`config.mk`:
```
export PLATFORM = sky130hd
export DESIGN_NAME = ball_motion_logic
export DESIGN_NICKNAME = d
export VERILOG_FILES = /design/src/rtl/billiard_pkg.sv /design/src/rtl/axis_integrator.sv /design/src/rtl/ball_motion_logic.sv
export SDC_FILE = /design/constraint.sdc
export NUM_CORES = 1
export LEC_CHECK = 0
export CORE_ASPECT_RATIO = 1.5
export CORE_MARGIN = 3
export CORE_UTILIZATION = 40
export CTS_CLUSTER_DIAMETER = 200
export DETAILED_ROUTE_END_ITERATION = 8
export PLACE_DENSITY = 0.67
export SYNTH_ARGS = -nofsm -noshare
export SYNTH_HDL_FRONTEND = slang
export SYNTH_HIERARCHICAL = 1
export SYNTH_SLANG_ARGS = --single-unit
```
`constraint.sdc`:
```
create_clock -name clk -period 7.8 [get_ports clk]
set_input_delay 1.95 -clock clk [delete_from_list [all_inputs] [get_ports clk]]
set_output_delay 1.95 -clock clk [all_outputs]
set_load 0.02 [all_outputs]
```
`src/rtl/billiard_pkg.sv`:
```
// Shared types and table geometry for the billiard ball pipeline.
// Positions are in pixels; velocities are in 1/2^FRAC_BITS pixel per frame.
package billiard_pkg;

    typedef enum logic [1:0] {
        IDLE,
        MOVING,
        SINK
    } ball_state_t;

    typedef logic signed [10:0] velocity_t;

    localparam int FRAC_BITS      = 4;
    localparam int FRICTION       = 1;
    localparam int X_MIN          = 32;
    localparam int X_MAX          = 607;
    localparam int Y_MIN          = 32;
    localparam int Y_MAX          = 447;
    localparam int BALL_SIZE      = 16;
    localparam int INIT_X         = 160;
    localparam int INIT_Y         = 232;
    localparam int RESPAWN_FRAMES = 30;

    localparam velocity_t VEL_NEG_LIMIT = 11'sh400;
    localparam velocity_t VEL_NEG_SAT   = 11'sh401;

    // -1024 has no positive counterpart, so pull it in by one before it is stored.
    function automatic velocity_t sat_vel(input velocity_t v);
        sat_vel = (v == VEL_NEG_LIMIT) ? VEL_NEG_SAT : v;
    endfunction

endpackage

```
`src/rtl/axis_integrator.sv`:
```
// One axis of the ball: fixed-point position, velocity, cushion reflection
// and linear friction, stepped once per update strobe.
module axis_integrator #(
    parameter int FRAC_BITS = 4,
    parameter int FRICTION  = 1,
    parameter int LO        = 32,
    parameter int HI        = 607,
    parameter int SIZE      = 16,
    parameter int INIT      = 160
) (
    input  logic               clk,
    input  logic               reset,
    input  logic               update,
    input  logic               load,
    input  logic signed [10:0] load_vel,
    input  logic               respawn,
    input  logic               halt,
    output logic [10:0]        pos_px,
    output logic signed [10:0] vel,
    output logic               vel_zero_next
);
    import billiard_pkg::*;

    localparam int PW = 11 + FRAC_BITS;
    localparam int AW = PW + 2;

    localparam logic signed [AW-1:0] LO_FX = AW'(LO * (2 ** FRAC_BITS));
    localparam logic signed [AW-1:0] HI_FX = AW'((HI - SIZE) * (2 ** FRAC_BITS));
    localparam logic [PW-1:0]        INIT_FX = PW'(INIT * (2 ** FRAC_BITS));
    localparam velocity_t            FRIC = 11'(FRICTION);

    logic [PW-1:0]         pos_q;
    logic [PW-1:0]         pos_d;
    velocity_t             vel_q;
    velocity_t             vel_d;
    logic signed [AW-1:0]  sum;
    logic signed [AW-1:0]  clamped;
    velocity_t             bounced;
    velocity_t             slowed;

    always_comb begin
        // Two guard bits let an undershoot past the left/top cushion go negative.
        sum     = $signed({2'b00, pos_q}) + AW'(vel_q);
        clamped = sum;
        bounced = vel_q;
        if (sum < LO_FX) begin
            clamped = LO_FX;
            bounced = -vel_q;
        end else if (sum > HI_FX) begin
            clamped = HI_FX;
            bounced = -vel_q;
        end

        slowed = '0;
        if (bounced > FRIC) begin
            slowed = bounced - FRIC;
        end else if (bounced < -FRIC) begin
            slowed = bounced + FRIC;
        end
        vel_zero_next = (slowed == '0);

        pos_d = pos_q;
        vel_d = vel_q;
        if (respawn) begin
            pos_d = INIT_FX;
            vel_d = '0;
        end else if (halt) begin
            vel_d = '0;
        end else if (update) begin
            pos_d = PW'(clamped);
            vel_d = slowed;
        end else if (load) begin
            vel_d = sat_vel(load_vel);
        end
    end

    always_ff @(posedge clk or posedge reset) begin
        if (reset) begin
            pos_q <= INIT_FX;
            vel_q <= '0;
        end else begin
            pos_q <= pos_d;
            vel_q <= vel_d;
        end
    end

    assign pos_px = pos_q[PW-1:FRAC_BITS];
    assign vel    = vel_q;

endmodule

```
`src/rtl/ball_motion_logic.sv`:
```
// Cue-ball motion: captures a shot, integrates position every frame,
// sinks the ball on a hole hit and respawns it after a fixed delay.
module ball_motion_logic #(
    parameter int FRAC_BITS      = billiard_pkg::FRAC_BITS,
    parameter int FRICTION       = billiard_pkg::FRICTION,
    parameter int X_MIN          = billiard_pkg::X_MIN,
    parameter int X_MAX          = billiard_pkg::X_MAX,
    parameter int Y_MIN          = billiard_pkg::Y_MIN,
    parameter int Y_MAX          = billiard_pkg::Y_MAX,
    parameter int BALL_SIZE      = billiard_pkg::BALL_SIZE,
    parameter int INIT_X         = billiard_pkg::INIT_X,
    parameter int INIT_Y         = billiard_pkg::INIT_Y,
    parameter int RESPAWN_FRAMES = billiard_pkg::RESPAWN_FRAMES
) (
    input  logic               clk,
    input  logic               reset,
    input  logic               startOfFrame,
    input  logic signed [10:0] newVelocityX,
    input  logic signed [10:0] newVelocityY,
    input  logic               velocityWriteEnable,
    input  logic               holeHit,
    output logic [10:0]        topLeftX,
    output logic [10:0]        topLeftY,
    output logic signed [10:0] velocityX,
    output logic signed [10:0] velocityY,
    output logic               ballMoving,
    output logic               ballSunk
);
    import billiard_pkg::*;

    localparam int CW = $clog2(RESPAWN_FRAMES + 1);

    ball_state_t   state_q;
    ball_state_t   state_d;
    logic [CW-1:0] cnt_q;
    logic [CW-1:0] cnt_d;
    logic          moving_q;
    logic          moving_d;
    logic          sunk_q;
    logic          sunk_d;

    logic          upd;
    logic          load;
    logic          respawn;
    logic          halt;
    logic          zero_x;
    logic          zero_y;

    always_comb begin
        state_d = state_q;
        cnt_d   = cnt_q;
        upd     = 1'b0;
        load    = 1'b0;
        respawn = 1'b0;
        halt    = 1'b0;

        unique case (state_q)
            IDLE: begin
                if (velocityWriteEnable) begin
                    load = 1'b1;
                    if (newVelocityX != '0 || newVelocityY != '0) begin
                        state_d = MOVING;
                    end
                end
            end
            MOVING: begin
                if (holeHit) begin
                    halt    = 1'b1;
                    cnt_d   = '0;
                    state_d = SINK;
                end else if (startOfFrame) begin
                    upd = 1'b1;
                    if (zero_x && zero_y) begin
                        state_d = IDLE;
                    end
                end
            end
            SINK: begin
                halt = 1'b1;
                if (startOfFrame) begin
                    if (cnt_q == CW'(RESPAWN_FRAMES - 1)) begin
                        respawn = 1'b1;
                        cnt_d   = '0;
                        state_d = IDLE;
                    end else begin
                        cnt_d = cnt_q + 1'b1;
                    end
                end
            end
            default: begin
                state_d = IDLE;
            end
        endcase

        moving_d = (state_d == MOVING);
        sunk_d   = (state_d == SINK);
    end

    always_ff @(posedge clk or posedge reset) begin
        if (reset) begin
            state_q  <= IDLE;
            cnt_q    <= '0;
            moving_q <= 1'b0;
            sunk_q   <= 1'b0;
        end else begin
            state_q  <= state_d;
            cnt_q    <= cnt_d;
            moving_q <= moving_d;
            sunk_q   <= sunk_d;
        end
    end

    axis_integrator #(
        .FRAC_BITS (FRAC_BITS),
        .FRICTION  (FRICTION),
        .LO        (X_MIN),
        .HI        (X_MAX),
        .SIZE      (BALL_SIZE),
        .INIT      (INIT_X)
    ) u_axis_x (
        .clk           (clk),
        .reset         (reset),
        .update        (upd),
        .load          (load),
        .load_vel      (newVelocityX),
        .respawn       (respawn),
        .halt          (halt),
        .pos_px        (topLeftX),
        .vel           (velocityX),
        .vel_zero_next (zero_x)
    );

    axis_integrator #(
        .FRAC_BITS (FRAC_BITS),
        .FRICTION  (FRICTION),
        .LO        (Y_MIN),
        .HI        (Y_MAX),
        .SIZE      (BALL_SIZE),
        .INIT      (INIT_Y)
    ) u_axis_y (
        .clk           (clk),
        .reset         (reset),
        .update        (upd),
        .load          (load),
        .load_vel      (newVelocityY),
        .respawn       (respawn),
        .halt          (halt),
        .pos_px        (topLeftY),
        .vel           (velocityY),
        .vel_zero_next (zero_y)
    );

    assign ballMoving = moving_q;
    assign ballSunk   = sunk_q;

endmodule
```
Yosys cells after proc, flatten, opt, wreduce, memory -nomap -nowiden

Index checks and enable logic that the tools add are counted.

Add/sub/neg operators: 9
Magnitude comparators: 8
Eq/ne operators: 10
Multiplexer cells: 50
Reductions and logical operators: 12

Operators by type and width:

| cell                                                                              | count |
|---|---|
| 11-bit 2-to-1 mux                                                                 | 18 |
| 15-bit 2-to-1 mux                                                                 | 10 |
| 16-bit by 11-bit adder with 17-bit output                                         | 2 |
| 17-bit by 11-bit less-than comparator with 1-bit output, second input constant    | 2 |
| 11-bit by 2-bit adder with 11-bit output, second input constant                   | 2 |
| 11-bit equality test, second input constant                                       | 2 |
| 11-bit by 2-bit greater-than comparator with 1-bit output, second input constant  | 2 |
| 11-bit logical NOT                                                                | 2 |
| 11-bit by 1-bit less-than comparator with 1-bit output, second input constant     | 2 |
| 11-bit negation                                                                   | 2 |
| 11-bit nonzero test                                                               | 2 |
| 11-bit by 2-bit subtractor with 11-bit output, second input constant              | 2 |
| 17-bit by 14-bit greater-than comparator with 1-bit output, second input constant | 1 |
| 17-bit by 15-bit greater-than comparator with 1-bit output, second input constant | 1 |
| 5-bit 2-to-1 mux                                                                  | 3 |
| 2-bit 2-to-1 mux                                                                  | 7 |
| 5-bit one-hot mux with 2 select lines                                             | 1 |
| 1-bit 2-to-1 mux                                                                  | 9 |
| 2-bit inequality test, second input constant                                      | 3 |
| 2-bit one-hot mux with 3 select lines                                             | 1 |
| 5-bit by 1-bit adder with 5-bit output, second input constant                     | 1 |
| 5-bit equality test, second input constant                                        | 1 |
| 2-bit by 1-bit equality test with 1-bit output, second input constant             | 2 |
| 2-bit equality test, second input constant                                        | 2 |
| other kinds (8)                                                                   | 9 |

Flip-flop bits (word level): 61
Output and inout bits: 46

Logic depth before layout (Yosys ltp)

Depth in word-level cells: 14
Gate-level depth with buffers: 27
Depth with buffers taken out: 24

Cells and area by module

The synthesis kept the hierarchy.

By module, submodules not included:

| module                      | instances | cells each | area an instance (um^2) |
|---|---|---|---|
| axis_integrator at u_axis_x | 1         | 433        | 3579.7 |
| axis_integrator at u_axis_y | 1         | 456        | 3478.3 |
| ball_motion_logic           | 1         | 72         | 649.4 |

Least setup slack after synthesis

OpenSTA, ideal clock, no wires.

Kind: register to register
Start point: register u_axis_y.vel_q[0], in the netlist u_axis_y/vel[0]
End point: register moving_q, in the netlist ballMoving
Setup time: 0.067 ns
Arrival time: 5.709 ns
Path slack: 2.023 ns
Stages on the path, launching flop included: 27
Buffers on the path: 3
Clock period less this slack: 5.777 ns
Cell sequence: dfrtp_1 ha_1 fa_1 a21oi_2 o221ai_2 a221oi_2 xnor2_1 or4_1 buf_2 and3_1 buf_6 nand2_1 buf_2 mux2i_1 ha_1 and4b_1 nand3_1 o211ai_1 o221ai_1 nand2_1 o22ai_1 or4_1 nor2_1 nand3_1 and3_1 nor3_1 and3_1

Word-level cells in the longest chain between the ends: 14
Elaborated cells on any way between the ends: 19
Classes of those cells: add/sub (4); order compare (4); eq/ne (1); mux (8); reduce/logical (2)

Ends and longest elaborated chain:

| item                                                                                                                      | line                                         | source |
|---|---|---|
| start: declaration                                                                                                        | axis_integrator.sv:34                        | `velocity_t vel_q;` |
| start signal: assignment                                                                                                  | axis_integrator.sv:83                        | `vel_q <= vel_d;` |
| 16-bit by 11-bit adder with 17-bit output                                                                                 | axis_integrator.sv:43                        | `sum = $signed({2'b00, pos_q}) + AW'(vel_q);` |
| 17-bit by 14-bit greater-than comparator with 1-bit output                                                                | axis_integrator.sv:49                        | `end else if (sum > HI_FX) begin` |
| 11-bit 2-to-1 mux                                                                                                         | axis_integrator.sv:49                        |  |
| 11-bit 2-to-1 mux *                                                                                                       | axis_integrator.sv:46                        | `if (sum < LO_FX) begin` |
| 11-bit by 2-bit adder with 11-bit output / 11-bit by 1-bit less-than comparator with 1-bit output (equally long branches) | axis_integrator.sv:58, axis_integrator.sv:57 |  |
| 11-bit 2-to-1 mux                                                                                                         | axis_integrator.sv:57                        | `end else if (bounced < -FRIC) begin` |
| 11-bit 2-to-1 mux *                                                                                                       | axis_integrator.sv:55                        | `if (bounced > FRIC) begin` |
| 11-bit logical NOT *                                                                                                      | axis_integrator.sv:60                        | `vel_zero_next = (slowed == '0);` |
| via zero_y                                                                                                                | ball_motion_logic.sv:47                      | `logic zero_y;` |
| 1-bit logical AND *                                                                                                       | ball_motion_logic.sv:73                      | `if (zero_x && zero_y) begin` |
| 2-bit 2-to-1 mux *                                                                                                        | ball_motion_logic.sv:73                      |  |
| 2-bit 2-to-1 mux *                                                                                                        | ball_motion_logic.sv:71                      | `end else if (startOfFrame) begin` |
| 2-bit 2-to-1 mux *                                                                                                        | ball_motion_logic.sv:67                      | `if (holeHit) begin` |
| 2-bit one-hot mux with 3 select lines *                                                                                   | ball_motion_logic.sv:57                      | `unique case (state_q)` |
| 2-bit by 1-bit equality test with 1-bit output *                                                                          | ball_motion_logic.sv:95                      | `moving_d = (state_d == MOVING);` |
| via moving_d                                                                                                              | ball_motion_logic.sv:38                      | `logic moving_d;` |
| end signal: assignment                                                                                                    | ball_motion_logic.sv:108                     | `moving_q <= moving_d;` |
| end: declaration                                                                                                          | ball_motion_logic.sv:37                      | `logic moving_q;` |

Mark *: on every way through the listed nets, which the timed path passes. The rest lies on a longest branch.
A chain may end at the register's enable or synchronous reset.

Worst setup path after layout

Same ends and word-level chain as after synthesis.

==> summary.md <==
| Metric | Value |
|---|---|
| Flops & latches, synth | 61 |
| GPL Wtd Cong | just under 1 |
| Dpl hpwl | roughly 19,000 um |
| Worst EP required | 8080 ps |
| Compound-cell area share of the yosys netlist | a little under a third |
| Worst R2R Start | u_axis_y/vel[0] |
| Clk Latency, worst-skew pair | 340 ps |
| DR iter-0 viols | 564 |
| CTS tree | yes |
| Final net count | 1,053 |
| R2R setup slack | ~1200 ps |
| Overall routing resource usage | between 20% and 30% |
| Synthesized netlist net count | 1,036 |
| Xor/xnor share of the synthesized area | 7.208% |
| Synth async-reset ratio | 100.0% |
| # fillers | roughly 1,800 |
| # IOs | between 70 and 80 |
| Mux contribution to synthesized area | under 10% |
| Worst-path maximum fanout | 14 |
| Netlist cell types | 99 |
| EDFF count, synth | 0 |
| M2 GR Usage | around two fifths |
| DIE AREA | about 21,000 um2 |
| Post-synthesis adder-cell area fraction | roughly 8% |
| Worst min path class | reg -> reg |
| Crit end category | flop |
| Hold Vio Cnt, Final | 0 |
| Max Cap Viol | 0 |
| Via Count | between 7,000 and 8,000 |
| Synthesis-to-finish area growth | 13.15% |
| Worst path slowest cell | or4_1 |
| Main combinational cell family by area after synthesis | compound AO/OA/AOI/OAI gates |
| Fraction of layout cells with a size suffix above 1 | a little under a tenth |
| CP peak stage delay | approximately 660 ps |
| Rel. slew slack | roughly a quarter |
| Die Span Y | around 180 um |
| Clock Skew | 15.47 ps |
| Mapped cell area | 7707 um2 |
| Instance area at placement | roughly 8400 um2 |
| Drc violations | 0 |
| Fraction of the yosys area taken by sequential cells | 19.90% |
| Hold EP | u_axis_x/pos_q[3] |
| Port Buf Inserts | approximately 70 |
| Multi-input logic area | between 5000 and 6000 um2 |
| Ranking of synthesized cells by area | dfrtp_1, ha_1, a21oi_1 |
| Final core utilization | approximately 47% |
| Chip width | about 120 um |
| RSZ-0062 raised after global routing | no |
| First-pass GRT wire length | approximately 38,000 um |
| Post-CTS setup buffers | 0 |
| Most used cell, CP | and3_1 |
| Fin. max-slew vios | 0 |
| Simple-Gate Fraction of Synth Area | about a quarter |
| Fmax | approximately 150 MHz |
| Min Hold Slack | between 400 and 500 ps |
| Gr busiest metal | met2 |
| Post-Synthesis Cells | around 960 |
| CP bufs+invs | 1 |
| Largest net degree at the start of global routing | 30 |
| Clock Tree Root | clkbuf_16 |
| Slew at the pin closest to its max-slew limit | around 1100 ps |
| Worst-case clock buffer depth | 2 |
| R2R cell count | 25 |
| GRT met1 Usage | 26.16% |
| Crit Path Class | reg -> reg |
| Synth warn | 6 |
| WL/cell | roughly 19 um |
| Placement Rows | 61 |
| Routed Antenna Nets | 0 |
| Vias in the first global route | between 7,000 and 8,000 |
| Vias per cell | 6.266 |
| Area leader, netlist | dfrtp_1 |
| Most instantiated library cell after synthesis | a21oi_1 |
| Initial antenna violation count | 0 |
| Final setup fails | 0 |
| CTS Buf Count | 9 |
| Commonest cells in the netlist | a21oi_1, nor2_1, nand2_1 |
| Post_cts resized | 0 |
| Min-delay src | u_axis_x/pos_q[3] |
| Clock sink count | between 60 and 70 |
| Top FF cell, synth | dfrtp_1 |
| Final WL | roughly 24,000 um |
| Startpoint types | flop |
| Crit path time final | between 6000 and 7000 ps |
| CTS clk-pin slew, worst paths | approximately 60 ps |
| Drt pass-1 iters | 5 |
| Total grt overflow | 0 |
| Met3 usage | 2.885% |
| Final TNS setup | 0 ps |
| Hold depth | 2 |
| Status | completed |
| Synth top area share | between 10% and 20% |
| WP data arrival | approximately 7000 ps |
| Storage element area | about 1500 um2 |
| H-tree depth | 3 |
| Crit path max-delay family | simple AND/OR/NAND/NOR gates |
| Syn Area/Cell | 8.020 um2 |
| Core area | between 15,000 and 20,000 um2 |
| Starting Density | approximately two fifths |
| Final period utilization | between 80 and 90% |
| Post-CTS Hold Buffers | 0 |
| Design area | 8721 um2 |
| Antenna cells | 0 |
| Endpoint of the worst-slack reg-to-reg timing path | ballMoving |
worst min-delay path, delay by kind of cell (launching register included):
kind | cells | cell delay, ps
and+or+nand+nor | 1 | 50
AOI/OAI and AO/OA | 1 | 60
DFF | 1 | 350
cell usage in the layout, fill, tap and decap left out, drive strengths merged, types with 14 or more instances in the layout:
master | netlist | final
nor3 | 34 | 34
mux2i | 17 | 17
clkdlybuf4s50 | 0 | 72
o21ai | 44 | 44
ha | 46 | 46
nand2 | 69 | 69
nor4 | 15 | 15
inv | 31 | 32
nand3 | 31 | 31
a21oi | 76 | 76
a21o | 19 | 19
xnor2 | 40 | 40
nor2b | 15 | 15
o211ai | 16 | 16
a211oi | 44 | 44
a31oi | 14 | 14
and2 | 17 | 17
and3 | 17 | 17
xor2 | 20 | 20
nor2 | 72 | 72
dfrtp | 55 | 55
or3 | 16 | 16
final cells by class:
cell class / count / share of cell area (%)
Multi-Input combinational cell: 792 / 64.53
Sequential cell: 61 / 17.59
Timing Repair Buffer: 83 / 9.211
Tap cell: 252 / 3.615
Clock buffer: 9 / 2.582
Inverter: 31 / 1.334
Clock inverter: 7 / 1.133
worst max path at each step:
stage / start / end / slack, ps / cells after the start
after floorplan: u_axis_y/vel[0] / ballMoving / 2020 / 26
after global placement: u_axis_y/vel[0] / ballMoving / 1460 / 24
after detailed placement: u_axis_y/vel[0] / ballMoving / 1270 / 24
after CTS: u_axis_y/vel[0] / ballMoving / 1240 / 24
after global routing: u_axis_y/vel[0] / ballMoving / 740 / 25
final: u_axis_y/vel[0] / ballMoving / 1160 / 25
metrics by stage:
stage / std cells / worst slack [ps]
finish: 1235 / 1155
global route: 1235 / 738.2
CTS: 1235 / 1239
detailed placement: 1219 / 1270
global placement: 1219 / 1460
floorplan: 961 / 2023
state kept, by name, summed over array words and instances, names as in the netlist:
| name | flops |
|---|---|
| u_axis_y/vel | 11 |
| ballSunk | 1 |
| u_axis_x/vel | 11 |
| u_axis_x/pos_q | 15 |
| state_q | 2 |
| cnt_q | 5 |
| u_axis_y/pos_q | 15 |
| ballMoving | 1 |
metal layers:
metal	routed length, um	part of all wire, %	vias up
li1	-	-	3640
met1	9495	40	3708
met2	12300	51	333
met3	1364	5.7	58
met4	810	3.4	0
met5	0	0	-
logic make-up after synthesis:
group	after synthesis
AND/OR/NAND/NOR	346
AO/OA/AOI/OAI	317
XOR/XNOR	60
adder cells (fa/ha/maj)	48
flip-flops	61
multiplexers	21
buffers and inverters	108
Power is not shown: default switching activity piles up to over one toggle a cycle in this logic, so the estimate is an artifact.
